**config.mk**
```make
export PLATFORM = sky130hd
export DESIGN_NAME = logic_unit_mc
export DESIGN_NICKNAME = d
export VERILOG_FILES = /design/src/rtl/logic_unit_mc.sv
export SDC_FILE = /design/constraint.sdc
export NUM_CORES = 1
export LEC_CHECK = 0
export CORE_ASPECT_RATIO = 0.7
export CORE_UTILIZATION = 55
export CTS_CLUSTER_DIAMETER = 30
export DETAILED_ROUTE_END_ITERATION = 8
export GPL_ROUTABILITY_DRIVEN = 1
export PLACE_DENSITY_LB_ADDON = 0.15
export REMOVE_ABC_BUFFERS = 1
export SKIP_LAST_GASP = 1
export SLEW_MARGIN = 30
export SYNTH_ARGS = -nofsm -noshare
export SYNTH_HDL_FRONTEND = slang
export SYNTH_SLANG_ARGS = --single-unit
```
**constraint.sdc**
```tcl
create_clock -name clk -period 8.05 [get_ports clk]
set_clock_uncertainty 0.05 [all_clocks]
set_input_delay 0.805 -clock clk [delete_from_list [all_inputs] [get_ports clk]]
set_output_delay 0.805 -clock clk [all_outputs]
set_load 0.1 [all_outputs]
```
**src/rtl/logic_unit_mc.sv**
```systemverilog
// Handshaked AND/OR/XOR/NOR unit that popcounts the result one byte per cycle; response valid WIDTH/8 cycles after accept.
// Takes one request at a time; the response is held stable in DONE for as long as rsp_ready stays low.
module logic_unit_mc #(
   parameter int WIDTH = 32,
   parameter int POPW  = 6
) (
   input  logic             clk,
   input  logic             rst_n,
   input  logic             req_valid,
   output logic             req_ready,
   input  logic [1:0]       req_op,
   input  logic [WIDTH-1:0] req_a,
   input  logic [WIDTH-1:0] req_b,
   output logic             rsp_valid,
   input  logic             rsp_ready,
   output logic [WIDTH-1:0] rsp_data,
   output logic [POPW-1:0]  rsp_pop,
   output logic             rsp_zero
);

   localparam int NBYTES = WIDTH / 8;
   localparam int IDXW   = (NBYTES > 1) ? $clog2(NBYTES) : 1;

   localparam logic [1:0] IDLE  = 2'd0;
   localparam logic [1:0] COUNT = 2'd1;
   localparam logic [1:0] DONE  = 2'd2;

   logic [1:0]       state;
   logic             ready_q;
   logic [WIDTH-1:0] result;
   logic [POPW-1:0]  acc;
   logic [IDXW-1:0]  idx;

   logic [WIDTH-1:0] op_res;
   logic [7:0]       cur_byte;
   logic [3:0]       byte_pop;

   always_comb begin
      op_res = '0;
      case (req_op)
         2'b00:   op_res = req_a & req_b;
         2'b01:   op_res = req_a | req_b;
         2'b10:   op_res = req_a ^ req_b;
         default: op_res = ~(req_a | req_b);
      endcase
   end

   always_comb begin
      cur_byte = 8'(result >> {idx, 3'b000});
      byte_pop = '0;
      for (int i = 0; i < 8; i++) begin
         byte_pop = byte_pop + 4'(cur_byte[i]);
      end
   end

   // ready is registered so it stays low through reset and rises one edge after release
   always_ff @(posedge clk) begin
      if (!rst_n) begin
         state   <= IDLE;
         ready_q <= 1'b0;
         result  <= '0;
         acc     <= '0;
         idx     <= '0;
      end else begin
         case (state)
            IDLE: begin
               ready_q <= 1'b1;
               if (req_valid && ready_q) begin
                  result  <= op_res;
                  acc     <= '0;
                  idx     <= '0;
                  ready_q <= 1'b0;
                  state   <= COUNT;
               end
            end
            COUNT: begin
               acc <= acc + POPW'(byte_pop);
               idx <= idx + 1'b1;
               if (idx == IDXW'(NBYTES - 1)) begin
                  state <= DONE;
               end
            end
            DONE: begin
               if (rsp_ready) begin
                  ready_q <= 1'b1;
                  state   <= IDLE;
               end
            end
            default: begin
               state   <= IDLE;
               ready_q <= 1'b0;
               result  <= '0;
               acc     <= '0;
               idx     <= '0;
            end
         endcase
      end
   end

   assign req_ready = ready_q;
   assign rsp_valid = (state == DONE);
   assign rsp_data  = rsp_valid ? result : '0;
   assign rsp_pop   = rsp_valid ? acc : '0;
   assign rsp_zero  = rsp_valid && (result == '0);

endmodule

```
Word level (Yosys, flattened, before mapping)
Index checks and enable logic that the tools add are counted.
Storage, ports and cells
  latch bits: 0
  logic and storage cells: 56
  bits in writable memories: 0
  memories: 0
  ROM bits: 0
  flip-flop bits (word level): 43
Cells by class
  bitwise gates (word level): 7
  $mul: 0
  mux-type cells: 16
  $add $sub $neg: 9
  reduce and logical (&&, ||, !) cells: 10
  eq/ne operators: 8
  shift operators: 1
  order comparisons: 0
  div/mod/pow operators: 0
Operators with widths (number)
  $pmux W32 S3: 1
  $mux W32: 2
  $pmux W32 S2: 1
  $and A32 B32 Y32: 1
  $logic_not A32 Y1: 1
  $not A32 Y32: 1
  $or A32 B32 Y32: 1
  $shr A32 B5 Y8: 1
  $xor A32 B32 Y32: 1
  $pmux W6 S3: 1
  $add A4 B1 Y4: 4
  $mux W6: 2
  $pmux W2 S3: 2
  $mux W2: 4
  $add A6 B4 Y6: 1
  $eq A2 B2 Y1 const B: 3
  $reduce_and A2 Y1: 3
  $add A3 B1 Y4: 1
  $eq A2 B1 Y1 const B: 2
  $logic_not A2 Y1: 2
  $ne A2 B2 Y1 const B: 2
  $add A2 B1 Y3: 1
  $not A1 Y1: 3
  $pmux W1 S3: 1
  7 further kinds: 9

Longest topological paths before layout
  depth in word-level cells: 10
  gate-level depth with buffers: 14
  depth with buffers taken out: 13

Worst setup path after synthesis
No wires, ideal clock.
  path kind: register -> output
  from: reg state[0]
  to: out rsp_zero
  stages on the path, launching flop included: 6
  slack: 3.449 ns
  arrival: 3.746 ns
  path through: dfxtp_1 inv_1 ha_1 nor4b_1 nand4_1 nor3_1
On the way
  longest elaborated chain between the ends: 2
Ends and longest elaborated chain
  start, declared: RTL line 28  | logic [1:0] state;
  start signal, assigned: RTL line 59  | state <= IDLE;
  start signal, assigned: RTL line 73  | state <= COUNT;
  start signal, assigned: RTL line 80  | state <= DONE;
  $eq A2 B2 Y1: RTL line 101  | assign rsp_valid = (state == DONE);
  named net rsp_valid: RTL line 14  | output logic rsp_valid,
  $logic_and A1 B1 Y1: RTL line 104  | assign rsp_zero = rsp_valid && (result == '0);
  end, declared: RTL line 18  | output logic rsp_zero
The timed path passes the listed nets, and every way through them passes these cells.

Worst setup path after layout
  from: reg idx[0]
  to: reg acc[4]
On the way
  longest elaborated chain between the ends: 10
Ends and longest elaborated chain
  start, declared: RTL line 32  | logic [IDXW-1:0] idx;
  start signal, assigned: RTL line 78  | idx <= idx + 1'b1;
  $shr A32 B5 Y8 (*): RTL line 49  | cur_byte = 8'(result >> {idx, 3'b000});
  $add A1 B1 Y2: RTL line 52  | byte_pop = byte_pop + 4'(cur_byte[i]);
  $add A2 B1 Y3: RTL line 52
  $add A3 B1 Y4: RTL line 52
  $add A4 B1 Y4 (3 in series): RTL line 52
  $add A4 B1 Y4 (*): RTL line 52
  $add A6 B4 Y6 (*): RTL line 77  | acc <= acc + POPW'(byte_pop);
  $pmux W6 S3 (*): RTL line 65  | case (state)
  end signal, assigned: RTL line 77
  end, declared: RTL line 31  | logic [POPW-1:0] acc;
Every way passes the cells marked *; elsewhere a longest branch is shown, timed or not.
A chain may end at the register's enable or synchronous reset.

==> impl_metrics.env <==
export IMPL_share_comb_of_total_power_pct=34.0
export IMPL_worst_path_max_fanout=11
export IMPL_end_kind="flip-flop"
export IMPL_synthXorXnorAreaFrac_pct=6.23
export IMPL_fin_total_pwr_uw=682
export IMPL_slowest_stage="dfxtp_1"
export IMPL_synthTopCellsByArea="ha_1 21%, dfxtp_1 19%, mux2_2 7.8%"
export IMPL_post_route_period_util_pct=53.6
export IMPL_die_area_sq_um=8560
export IMPL_grt_use_total_pct=25.0
export IMPL_slew_violations=0
export IMPL_final_nets=776
export IMPL_max_slew_margin_pct=32.8
export IMPL_synth_main_ff_cell="dfxtp_1"
export IMPL_die_w_microns=110
export IMPL_synth_area_sq_um=4500
export IMPL_fin_tns_setup_ns=0
export IMPL_start_util_pct=56.9
export IMPL_vias=3824
export IMPL_gp_congestion=0.851
export IMPL_antenna_found_initial=0
export IMPL_critical_path_cell_chain="mux4_2 > inv_1 > fa_1 > inv_1 > fa_1 > inv_1 > fa_1 > fa_1 > fa_1 > nor2b_1 > o21ai_0 > nor2b_1 > o211ai_1"
export IMPL_fillerInstances=627
export IMPL_cp_start_kind="flip-flop"
export IMPL_synthTopCellsByCount="81 x inv_1, 74 x ha_1, 70 x nand2_1, 43 x dfxtp_1, 40 x a21oi_1"
export IMPL_grt_overflow=0
export IMPL_clock_latency_ns=0.29
export IMPL_worstSetupPathType="flip-flop to flip-flop"
export IMPL_fmax_mhz=232
export IMPL_syn_avg_cell_area_sq_um=8.35
export IMPL_yosys_warnings=0
export IMPL_path_clk_slew_ns=0.06
export IMPL_cts_sinks=43
export IMPL_cts_setup_buffers=0
export IMPL_drive_gt1_share_pct=9.24
export IMPL_first_global_vias=3747
export IMPL_ioPinCount=111
export IMPL_synth_adder_area_share_pct=22.8
export IMPL_synth_seq_cells=43
export IMPL_synth_simple_gate_area_share_pct=16.2
export IMPL_status="finished clean"
export IMPL_cts_tree="yes"
export IMPL_hold_buffers=0
export IMPL_grt_pass1_wl_mm=16.9
export IMPL_port_buffers=110
export IMPL_syn_to_final_growth_pct=26.8
export IMPL_ys_seq_area_share_pct=19.1
export IMPL_ff2ff_path_depth=13
export IMPL_worstReg2RegEnd="acc[4]"
export IMPL_slowest_delay_ns=0.69
export IMPL_finalHoldViolCount=0
export IMPL_wire_per_inst_microns=14.1
export IMPL_first_pass_iters=4
export IMPL_switching_share_pct=32.5
export IMPL_fp_coreArea_sq_um=7910
export IMPL_synth_edff_count=0
export IMPL_synth_compound_area_share_pct=12.4
export IMPL_drt_iter0_drc=225
export IMPL_ant_nets=0
export IMPL_cts_buffer_depth=2
export IMPL_setup_violations=0
export IMPL_htree_levels=2
export IMPL_async_flop_share_pct=0
export IMPL_cts_made_buffers=5
export IMPL_drc_errors=0
export IMPL_yosysMostFrequentCell="inv_1"
export IMPL_viasPerCell=5.25
export IMPL_hold_class="flip-flop to flip-flop"
export IMPL_ir_drop_mv=0.0846
export IMPL_power_density_nw_per_um2=119
export IMPL_drt_wl_total_mm=10.2
export IMPL_worst_endpoint_required_ns=8.21
export IMPL_tightestPinTransition_ns=1.01
export IMPL_syn_inst=539
export IMPL_seq_power_share_pct=37.4
export IMPL_die_y_microns=77.7
export IMPL_grt_max_degree=66
export IMPL_pwr_share_clk_pct=28.6
export IMPL_synth_top_family_by_area="adder cells"
export IMPL_p_int_uw=460
export IMPL_grt_setup_unrepaired="false"
export IMPL_fin_crit_ns=4.31
export IMPL_worstReg2RegStart="idx[0]"
export IMPL_path_depth=13
export IMPL_clockRootBuffer="clkbuf_16"
export IMPL_regToRegSetupSlack_ns=3.74
export IMPL_dp_hpwl_mm=7.77
export IMPL_drv_cap=0
export IMPL_arrival_ns=4.47
export IMPL_cpLargestDelayFamily="adder cells"
export IMPL_yosysUniqueCellTypes=45
export IMPL_muxShareOfSynthArea_pct=12.0
export IMPL_crit_top_cell="fa_1"
export IMPL_switchingPower_uw=222
export IMPL_yosysTopAreaCellShare_pct=20.6
export IMPL_rows=27
export IMPL_setup_worst_path_start="idx[0]"
export IMPL_cts_resized=0
export IMPL_yosysTopAreaCell="ha_1"
export IMPL_critical_path_buf_inv_count=3
export IMPL_p_leak_uw=0.00259
export IMPL_cp_endpoint="acc[4]"
export IMPL_diodes=0
==> cells in the final DEF, fill, tap and decap left out, types with 2 or more instances in the layout <==
master	synthesis	routed
clkdlybuf4s50_1	0	108
a21oi_1	40	40
buf_2	7	2
and2_1	39	39
clkbuf_16	0	5
nand3_1	5	5
mux2_2	31	31
fa_1	5	5
nand3b_1	5	5
ha_1	74	74
xor2_1	31	31
o21ai_0	2	2
nand2_1	70	70
dfxtp_1	43	43
nand4_1	2	2
nand4b_1	2	2
buf_4	5	4
clkbuf_1	14	2
nor4_1	6	6
inv_1	81	81
or2_2	1	2
mux4_2	8	8
nor2_1	5	5
nor2b_1	3	3
o211ai_1	33	33
==> power groups by stage <==
stage	clock network [uW]	registers (uW)	logic, uW
floorplan	0	256	135
global route	204	258	261
detailed placement	0	259	231
finish	195	255	232
CTS	196	254	233
global placement	0	258	218
==> tightest hold or removal path, cell delays in order, from the launching register on <==
cell,delay (ns)
dfxtp_1,0.32
nand2_1,0.06
a21oi_1,0.05
==> per-stage QoR <==
| step | cell area [sq um] | cells | worst slack, ns | util (%) | hold WS (ns) |
|---|---|---|---|---|---|
| after floorplan | 4300 | 505 | 3.07 | - | 0.390 |
| after global placement | 5550 | 720 | 3.87 | 70.3 | 0.405 |
| after detailed placement | 5570 | 721 | 3.71 | 70.4 | 0.415 |
| after CTS | 5710 | 729 | 3.72 | 72.2 | 0.426 |
| after global routing | 5710 | 729 | 3.42 | 72.2 | 0.455 |
| final | 5710 | 729 | 3.74 | 72.2 | 0.424 |
==> routing by layer <==
metal	routed length [microns]	vias up	GRT usage, %
li1	-	1951	-
met1	4740	1728	31.4
met2	4810	129	44.3
met3	545	16	3.36
met4	150	0	7.24
met5	0	-	0
==> registers in the layout, summed over array words and instances (netlist names) <==
register	cells
acc	6
idx	2
req_ready	1
result	32
state	2
==> cells by family (layout without fill, tap and decap cells) <==
kind of cell | count (synthesis) | count (layout)
xor+xnor | 32 | 32
compound gates | 85 | 85
simple gates | 145 | 145
mux | 40 | 40
buf+inv | 115 | 204
flops | 43 | 43
fa+ha+maj | 79 | 79
==> area by class of cell <==
| class | count | area (sq um) | area share [%] |
|---|---|---|---|
| Clock buffer | 7 | 133 | 2.32 |
| Multi-Input combinational cell | 381 | 3140 | 55.1 |
| Inverter | 81 | 304 | 5.33 |
| Tap cell | 101 | 126 | 2.21 |
| Timing Repair Buffer | 115 | 1140 | 19.9 |
| Sequential cell | 43 | 861 | 15.1 |
| Clock inverter | 1 | 5.00 | 0.0877 |
==> worst min-delay path by stage <==
stage | from | to | slack, ns | cells past startpoint
2_1_floorplan | acc[0] | acc[0] | 0.39 | 2
3_3_place_gp | acc[0] | acc[0] | 0.40 | 2
3_5_place_dp | acc[0] | acc[0] | 0.42 | 2
4_1_cts | acc[1] | acc[1] | 0.43 | 2
5_1_grt | result[24] | result[24] | 0.45 | 2
6_report | acc[1] | acc[1] | 0.42 | 2
Note: power is estimated with default switching activity, not from simulation.
